--- config.mk ---
export PLATFORM = sky130hd
export DESIGN_NAME = mips_muldiv_seq
export DESIGN_NICKNAME = d
export VERILOG_FILES = /design/src/rtl/mips_muldiv_pkg.sv /design/src/rtl/mips_muldiv_dp.sv /design/src/rtl/mips_muldiv_seq.sv
export SDC_FILE = /design/constraint.sdc
export NUM_CORES = 1
export LEC_CHECK = 0
export CORE_MARGIN = 4
export CORE_UTILIZATION = 50
export DETAILED_ROUTE_END_ITERATION = 7
export HOLD_SLACK_MARGIN = 0.06
export PLACE_DENSITY = 0.81
export SYNTH_ARGS = -nofsm -noshare
export SYNTH_HDL_FRONTEND = slang
export SYNTH_SLANG_ARGS = --single-unit
--- constraint.sdc ---
create_clock -name clk -period 3.9 [get_ports clk]
set_clock_uncertainty 0.1 [all_clocks]
set_input_delay 0.585 -clock clk [delete_from_list [all_inputs] [get_ports clk]]
set_output_delay 0.585 -clock clk [all_outputs]
set_load 0.005 [all_outputs]
--- src/rtl/mips_muldiv_pkg.sv ---
// Shared definitions for the mult/multu sequencer: state encoding, default
// operand width and the iteration-counter width helper.
package mips_muldiv_pkg;

    localparam int MULDIV_WIDTH = 32;

    typedef logic [1:0] muldiv_state_t;

    localparam muldiv_state_t IDLE = 2'd0;
    localparam muldiv_state_t RUN  = 2'd1;
    localparam muldiv_state_t FIX  = 2'd2;

    function automatic int muldiv_cnt_w(input int width);
        return $clog2(width) + 1;
    endfunction

endpackage

--- src/rtl/mips_muldiv_dp.sv ---
// Shift-add multiply datapath: operand magnitudes, accumulator, carry-keeping
// adder, right shifter and the final sign fix that loads Lo/Hi.
module mips_muldiv_dp
    import mips_muldiv_pkg::*;
#(
    parameter int WIDTH      = MULDIV_WIDTH,
    parameter int CNT_W      = muldiv_cnt_w(WIDTH),
    parameter bit EARLY_TERM = 1'b0
) (
    input  logic             clk,
    input  logic             rst,
    input  logic             load,
    input  logic             step,
    input  logic             fix,
    input  logic             signed_op,
    input  logic [WIDTH-1:0] op_a,
    input  logic [WIDTH-1:0] op_b,
    input  logic [CNT_W-1:0] cnt,
    output logic             rest_zero,
    output logic [WIDTH-1:0] lo,
    output logic [WIDTH-1:0] hi
);

    logic [WIDTH-1:0]   mcand;
    logic [WIDTH-1:0]   mplier;
    logic [2*WIDTH-1:0] acc;
    logic               sign;

    logic [WIDTH:0]     sum;
    logic [2*WIDTH-1:0] acc_step;
    logic [2*WIDTH-1:0] acc_next;
    logic [CNT_W-1:0]   rem;

    // The most negative input maps onto itself, which is its correct unsigned magnitude.
    function automatic logic [WIDTH-1:0] magnitude(input logic [WIDTH-1:0] v, input logic is_signed);
        logic signed [WIDTH-1:0] vs;
        vs = v;
        return (is_signed && vs < 0) ? WIDTH'(-vs) : v;
    endfunction

    function automatic logic [2*WIDTH-1:0] negate(input logic [2*WIDTH-1:0] v);
        return ~v + (2*WIDTH)'(1);
    endfunction

    assign rest_zero = ~|mplier[WIDTH-1:1];
    assign sum       = {1'b0, acc[2*WIDTH-1:WIDTH]} + {1'b0, (mplier[0] ? mcand : '0)};
    assign acc_step  = {sum, acc[WIDTH-1:1]};
    assign rem       = CNT_W'(WIDTH - 1) - cnt;
    assign acc_next  = (EARLY_TERM && rest_zero) ? (acc_step >> rem) : acc_step;

    always_ff @(posedge clk) begin
        if (rst) begin
            mcand  <= '0;
            mplier <= '0;
            acc    <= '0;
            sign   <= 1'b0;
            lo     <= '0;
            hi     <= '0;
        end else begin
            if (load) begin
                mcand  <= magnitude(op_a, signed_op);
                mplier <= magnitude(op_b, signed_op);
                sign   <= signed_op & (op_a[WIDTH-1] ^ op_b[WIDTH-1]);
                acc    <= '0;
            end else if (step) begin
                acc    <= acc_next;
                mplier <= mplier >> 1;
            end
            if (fix) begin
                {hi, lo} <= sign ? negate(acc) : acc;
            end
        end
    end

endmodule

--- src/rtl/mips_muldiv_seq.sv ---
// Multi-cycle mult/multu sequencer owning Lo/Hi, with ID-stage stall generation.
// Define MIPS_MULDIV_EARLY_TERM_EN to finish RUN once the remaining multiplier bits are zero.
module mips_muldiv_seq
    import mips_muldiv_pkg::*;
#(
    parameter int WIDTH = MULDIV_WIDTH,
    parameter int CNT_W = muldiv_cnt_w(WIDTH)
) (
    input  logic             clk,
    input  logic             rst,
    input  logic             start,
    input  logic             signed_op,
    input  logic [WIDTH-1:0] op_a,
    input  logic [WIDTH-1:0] op_b,
    input  logic             flush,
    input  logic             rd_lo,
    input  logic             rd_hi,
    output logic             busy,
    output logic             stall,
    output logic             done,
    output logic [WIDTH-1:0] lo,
    output logic [WIDTH-1:0] hi
);

`ifdef MIPS_MULDIV_EARLY_TERM_EN
    localparam bit EARLY_TERM = 1'b1;
`else
    localparam bit EARLY_TERM = 1'b0;
`endif

    muldiv_state_t    state;
    logic [CNT_W-1:0] cnt;
    logic             load;
    logic             step;
    logic             fix;
    logic             last;
    logic             rest_zero;

    assign busy  = (state != IDLE);
    assign stall = busy & (rd_lo | rd_hi | start);

    // A flush on the issuing instruction squashes acceptance and any further progress.
    assign load = (state == IDLE) & start & ~flush;
    assign step = (state == RUN) & ~flush;
    assign fix  = (state == FIX) & ~flush;
    assign last = (cnt == CNT_W'(WIDTH - 1)) | (EARLY_TERM & rest_zero);

    always_ff @(posedge clk) begin
        if (rst) begin
            state <= IDLE;
            cnt   <= '0;
            done  <= 1'b0;
        end else begin
            done <= fix;
            case (state)
                IDLE: begin
                    if (load) begin
                        state <= RUN;
                        cnt   <= '0;
                    end
                end
                RUN: begin
                    if (flush) begin
                        state <= IDLE;
                    end else begin
                        cnt <= cnt + CNT_W'(1);
                        if (last) state <= FIX;
                    end
                end
                FIX:     state <= IDLE;
                default: state <= IDLE;
            endcase
        end
    end

    mips_muldiv_dp #(
        .WIDTH      (WIDTH),
        .CNT_W      (CNT_W),
        .EARLY_TERM (EARLY_TERM)
    ) u_dp (
        .clk       (clk),
        .rst       (rst),
        .load      (load),
        .step      (step),
        .fix       (fix),
        .signed_op (signed_op),
        .op_a      (op_a),
        .op_b      (op_b),
        .cnt       (cnt),
        .rest_zero (rest_zero),
        .lo        (lo),
        .hi        (hi)
    );

endmodule

==> results of run 1 <==
==> stage by stage <==
stage | worst slack (ns) | cells | hold WS [ns] | instance area (um^2)
finish | 0.590 | 1960 | 0.352 | 14400
CTS | 0.615 | 1960 | 0.353 | 14400
global placement | 0.411 | 1920 | 0.340 | 13600
floorplan | 1.03 | 1551 | 0.327 | 12100
global route | 0.358 | 1960 | 0.383 | 14400
detailed placement | 0.357 | 1920 | 0.344 | 13600
==> routing by layer <==
layer / up-vias / global-route usage (%) / part of all wire [%]
met5: - / 0 / 0
met4: 0 / 4.96 / 1.6
met3: 46 / 2.80 / 7.8
met2: 427 / 37.1 / 45
met1: 5283 / 32.6 / 45
li1: 5729 / - / -
==> synthesized netlist by cell type (all sizes together) (6+ instances only) <==
master | n | area (um^2)
or4 | 17 | 131
buf | 21 | 91.3
a211oi | 82 | 621
and3 | 14 | 87.6
xor2 | 82 | 718
nand4 | 12 | 75.1
a31oi | 13 | 81.3
nor2 | 169 | 634
xnor2 | 50 | 438
inv | 24 | 90.1
or3 | 15 | 93.8
clkbuf | 83 | 312
a21o | 34 | 255
nor4 | 20 | 153
a21oi | 114 | 571
ha | 36 | 450
o31ai | 24 | 194
and2 | 43 | 269
a311oi | 27 | 236
o41ai | 15 | 154
a41oi | 10 | 87.6
o2111ai | 6 | 52.6
nor2b | 8 | 50.1
nand2 | 220 | 826
nand3 | 25 | 125
o21a | 8 | 60.1
nand2b | 8 | 50.1
dfxtp | 202 | 4040
nor3 | 39 | 221
o21ai | 57 | 285
==> power by group <==
part           leakage [nW]  internal, W  total [W]  switching (W)
logic                  3.46     0.000201   0.000475       0.000274
registers              1.64      0.00212    0.00215      0.0000318
clock network         0.384      0.00140    0.00226       0.000854
total                  5.48      0.00372    0.00488        0.00116
==> kinds of logic (layout without fill, tap and decap cells) <==
group | after synthesis | in the layout
compound gates | 429 | 429
xor+xnor | 132 | 132
fa+ha+maj | 37 | 37
buf+inv | 128 | 218
flops | 202 | 202
mux | 5 | 5
simple gates | 618 | 618
==> state kept, by name, summed over array words and instances, names as in the netlist <==
| name | count |
|---|---|
| u_dp.acc | 64 |
| u_dp.hi | 32 |
| u_dp.lo | 32 |
| u_dp.mcand | 32 |
| u_dp.mplier | 32 |
| cnt | 6 |
| state | 2 |
| done | 1 |
| u_dp.sign | 1 |
==> area by class of cell <==
class                   instances  area (um^2)  area share [%]
flip-flops and latches        202         4040            28.1
inverters                      24         90.1           0.626
clock inverters                 9          151            1.05
multi-input cells            1221         7550            52.5
well taps                     319          399            2.77
repair buffers                154         1520            10.6
clock buffers                  31          636            4.42
==> worst max-delay path, cell delays in order (launching register included) <==
cell and delay (ns):
dfxtp_1 0.48, and2_1 0.20, ha_1 0.20, fa_1 0.22, a21oi_1 0.09, nand4b_1 0.25
a21boi_0 0.46, o21bai_1 0.20, a211oi_1 0.42, nor4_1 0.10, or3b_2 0.45
==> worst max-delay path by stage <==
stage	start	endpoint	slack, ns	cells past startpoint
floorplan	u_dp.mplier[0]	u_dp.acc[61]	1.03	11
global placement	op_a[16]	u_dp.mcand[28]	0.41	8
detailed placement	op_a[16]	u_dp.mcand[28]	0.36	8
CTS	u_dp.mplier[0]	u_dp.acc[61]	0.61	10
global route	u_dp.mplier[0]	u_dp.acc[61]	0.36	10
finish	u_dp.mplier[0]	u_dp.acc[61]	0.59	10
==> metrics.md, run 1 <==
| Metric | Value |
|---|---|
| Crit path time final | `3.31 ns` |
| Crit. End Element | `flop` |
| EDFF count, synth | `0` |
| Gpl congestion | `0.973` |
| Peak fanout along the critical path | `13` |
| PostCTS Resize Cnt | `0` |
| Worst skew pair latency | `0.51 ns` |
| Pins Over Slew Limit | `0` |
| Reg2reg setup slack | `0.59 ns` |
| Drt first-iter violations | `840` |
| # diodes | `0` |
| Hold Path Sink | `u_dp.mcand[31]` |
| Sequential area share after synthesis | `33.5%` |
| Hold wc startpoint | `u_dp.mcand[31]` |
| Hold Path Stages | `2` |
| Mux cell area share after synthesis | `0.425%` |
| Max clock buf depth | `3` |
| Max-Slew Margin vs Limit | `53.3%` |
| Vias in the first global route | `10,500` |
| Tot GR Track Use | `22.8%` |
| Post-DRT Antenna Nets | `0` |
| Power, Total | `0.00488 W` |
| Async set-reset flop share out of synthesis | `0%` |
| CTS tree | `built` |
| First-pass GRT wire length | `51,900 um` |
| Port Buffers | `137` |
| Commonest cells after routing, fill and taps aside | `nand2_1, dfxtp_1, nor2_1, clkdlybuf4s50_1, a21oi_1` |
| TritonCTS buffer count | `23` |
| Fin Setup TNS | `0 ns` |
| Most common cell after layout, fill and taps aside | `nand2_1` |
| Unrepaired setup endpoints after global routing | `false` |
| Total Nets Final | `1,734` |
| Initial Util | `51.1%` |
| I/O pin total | `138` |
| RR Startpoint | `u_dp.mplier[0]` |
| Final Setup Violations | `0` |
| Synth unique cells | `70` |
| R2R cell count | `10` |
| Post-synthesis area per instance | `7.79 um^2` |
| Gate Count Post-Synth | `1,551` |
| Synth Area in Compound Gates | `24.1%` |
| DR pass1 iterations | `6` |
| CP Data Arrival Time | `3.59 ns` |
| Hold crit path type | `flop to flop` |
| Status | `complete, no violations` |
| Root buffer cell | `clkbuf_16` |
| Post-Route WL | `31,500 um` |
| Max capacitance violation total | `0` |
| Die area | `0.0267 mm^2` |
| Final hold vios | `0` |
| Post-Synth Adder-Cell Area | `3.90%` |
| Number of synthesized register bits | `202` |
| Post-DP HPWL | `22,900 um` |
| Post-CTS Hold Buffers | `0` |
| Worst slew pin tran | `0.701 ns` |
| Antenna violations before repair | `0` |
| Pleak | `5.48 nW` |
| Syn nets | `1,659` |
| Postcts setup bufs | `0` |
| Area grow syn2layout | `19.2%` |
| R2r endpoint | `u_dp.acc[61]` |
| Mapped Area | `0.0121 mm^2` |
| Setup crit start kind | `flop` |
| Most common flop cell mapped by yosys | `dfxtp_1` |
| Largest family of logic cells by synthesized area | `simple AND/OR/NAND/NOR gates` |
| Critical path class | `flop to flop` |
| YS warnings | `0` |
| Clk pin slew, worst setup/hold paths | `0.06 ns` |
| Fin util | `61.0%` |
| Total grt overflow | `0` |
| Post-synthesis simple-gate area fraction | `24.4%` |
| Req. time, crit path | `4.18 ns` |
| Core Region | `0.0236 mm^2` |
| Peak supply drop | `0.217 mV` |
| Clock sinks | `202` |
| Pwr dens | `339 mW/mm^2` |
| DR WL/cell | `16.1 um` |
| Xor/xnor share of the synthesized area | `9.57%` |
| Layout cells sized above 1 | `5.30%` |
| Die height | `163 um` |
| # H-tree levels | `1` |
| Via count | `11,500` |
| Crit share post-route | `84.9%` |
| Vias per Instance | `5.86` |
| Achievable Freq | `302 MHz` |
| Die width | `163 um` |
| Largest net degree at the start of global routing | `95` |
| FP Rows | `56` |
| DRC viols | `0` |
| Number of fill cells | `2,118` |
Note: power is estimated with default switching activity, not from simulation.
==> inputs of run 2 (changes only) <==
Settings changed: PLACE_DENSITY 0.81 to 0.84.
Clock period 3.9 ns to 2.82 ns, I/O delays scaled along.
==> run 2 against run 1 <==
Maximum frequency rose by 15%. The run now ends with negative setup slack left. Routed wire length increased by 12%. Cell count is 8.1% higher. Via count up 7.2%. Cell area is 11% higher. Global-route usage up 1.3 points. Sequential cell count is the same. Largest cell class unchanged. Count of clock-buffer cells in the layout fell by 2.
==> metrics.md, run 2 (synthesis results as in run 1) <==
| Metric | Value |
|---|---|
| CTS tree | `built` |
| Crit path from | `u_dp.acc[0]` |
| Die width | `163 um (unchanged)` |
| Achievable Freq | `347 MHz (+15%)` |
| Crit share post-route | `102% (+17 points)` |
| Via count | `12,300 (+7.2%)` |
| Initial Util | `51.1% (unchanged)` |
| Fin util | `67.8% (+6.8 points)` |
| Max reg flops | `64 (unchanged)` |
| Reg2reg setup slack | `-0.06 ns (-0.65 ns)` |
| DR pass1 iterations | `5 (-1)` |
| Pleak | `6.32 nW (+15%)` |
| Max capacitance violation total | `0 (unchanged)` |
| Pins Over Slew Limit | `0 (unchanged)` |
| Pwr dens | `408 mW/mm^2 (+20%)` |
| # diodes | `0 (unchanged)` |
| Commonest cells after routing, fill and taps aside | `nand2_1, dfxtp_1, buf_4, nor2_1, clkdlybuf4s50_1` |
| Crit. End Element | `flop` |
| Peak supply drop | `0.313 mV (+44%)` |
| RR Startpoint | `u_dp.acc[0]` |
| Finished Layout Cells | `2,118 (+8.1%)` |
| Placed insts | `2,072 (+7.9%)` |
| DR WL/cell | `16.6 um (+3.4%)` |
| Clk pin slew, worst setup/hold paths | `0.06 ns (about the same)` |
| Drt first-iter violations | `1,078 (+28%)` |
| # H-tree levels | `1 (unchanged)` |
| Placed Area | `0.0148 mm^2 (+8.6%)` |
| Post-Route WL | `35,200 um (+12%)` |
| Antenna violations before repair | `0 (unchanged)` |
| Tot GR Track Use | `24.1% (+1.3 points)` |
| Unrepaired setup endpoints after global routing | `true` |
| Max clock buf depth | `3 (unchanged)` |
| Root buffer cell | `clkbuf_16` |
| First-pass GRT wire length | `54,600 um (+5.1%)` |
| Biggest register | `u_dp.acc` |
| Final WS setup | `-0.0618 ns (-0.652 ns)` |
| I/O pin total | `138 (unchanged)` |
| Critical path class | `flop to flop` |
| Area grow syn2layout | `32.5%` |
| Core Region | `0.0236 mm^2 (unchanged)` |
| Gpl congestion | `0.918 (-5.6%)` |
| Total Nets Final | `1,894 (+9.2%)` |
| Req. time, crit path | `3.10 ns (-1.08 ns)` |
| Setup crit start kind | `flop` |
| Largest net degree at the start of global routing | `67 (-29%)` |
| Hold wc startpoint | `rst` |
| Final Setup Violations | `3 (+3)` |
| Die area | `0.0267 mm^2 (unchanged)` |
| Die height | `163 um (unchanged)` |
| Post-DRT Antenna Nets | `0 (unchanged)` |
| CP Data Arrival Time | `3.16 ns (-0.43 ns)` |
| Peak fanout along the critical path | `8 (-5)` |
| Total grt overflow | `0 (unchanged)` |
| Clock sinks | `202 (unchanged)` |
| Worst slew pin tran | `0.558 ns (-0.143 ns)` |
| Hold crit path type | `primary input to flop` |
| Pre-CTS setup slack | `-0.410 ns (-0.766 ns)` |
| Failing checks | `negative setup slack` |
| DRC viols | `0 (unchanged)` |
| Vias in the first global route | `11,400 (+8.9%)` |
| Most common cell after layout, fill and taps aside | `nand2_1` |
| Post-DP HPWL | `25,600 um (+12%)` |
| Port Buffers | `137 (unchanged)` |
| Vias per Instance | `5.81 (-0.76%)` |
| Finished Cell Area | `0.0160 mm^2 (+11%)` |
| Post-CTS Hold Buffers | `0 (unchanged)` |
| Status | `complete, but fails checks` |
| Worst skew pair latency | `0.50 ns (about the same)` |
| Final hold vios | `0 (unchanged)` |
| Max-Slew Margin vs Limit | `62.5% (+9.2 points)` |
| FP Rows | `56 (unchanged)` |
| Crit path time final | `2.88 ns (-0.428 ns)` |
| Layout cells sized above 1 | `17.6% (+12 points)` |
| TritonCTS buffer count | `21 (-8.7%)` |
## run 2: cell count changes in the layout (fill, tap and decap cells not counted), sizes merged
cell,delta
buf,+161
bufinv,-2
clkbuf,-1
## run 2: report_power, final
group / internal [W] / leakage, nW / total (W) / switching, W
Sequential: 0.00292 / 1.64 / 0.00297 / 0.0000485
Clock: 0.00166 / 0.337 / 0.00280 / 0.00114
Combinational: 0.000340 / 4.34 / 0.000749 / 0.000408
## run 2: stage by stage
stage / hold WS, ns / total power [W] / TNS (ns)
after floorplan: 0.327 / 0.00343 / 0
after global placement: 0.345 / 0.00372 / -5.77
after detailed placement: 0.347 / 0.00375 / -8.96
after CTS: 0.192 / 0.00651 / -0.0215
after global routing: 0.239 / 0.00674 / -0.919
final: 0.204 / 0.00652 / -0.0916
## run 2: cell type report
| class | count | area, um^2 |
|---|---|---|
| Clock buffer | 29 | 596 |
| Clock inverter | 7 | 91.3 |
| Fill cell | 1886 | 7610 |
| Inverter | 24 | 90.1 |
| Multi-Input combinational cell | 1221 | 7990 |
| Sequential cell | 202 | 4050 |
| Tap cell | 319 | 399 |
| Timing Repair Buffer | 316 | 2780 |
## run 2: what timing repair did
action,CTS,global route
gates resized for setup,17,81
pin swaps,3,25
endpoints found under the setup margin,31,36
setup buffers,2,8
## run 2: path summary, 6_finish.rpt
kind	endpoint	cells after the start
min reg2reg	u_dp.hi[15]	2
max	u_dp.hi[26]	12
min	cnt[0]	2
max reg2reg	u_dp.hi[26]	12
## run 2: metal layers
metal / routed length [um] / track usage [%]
met2: 16900 / 41.2
met4: 666 / 5.72
met3: 2440 / 2.62
met1: 15200 / 32.8
met5: 0 / 0
## run 2: worst max-delay path: stages, from the launching register on
cell,delay [ns]
dfxtp_2,0.32
inv_2,0.06
ha_4,0.13
or3b_4,0.37
or4_4,0.42
buf_6,0.16
nor3_2,0.14
buf_4,0.17
nand4_1,0.14
o41ai_2,0.39
buf_4,0.18
xor2_2,0.13
o21ai_1,0.06
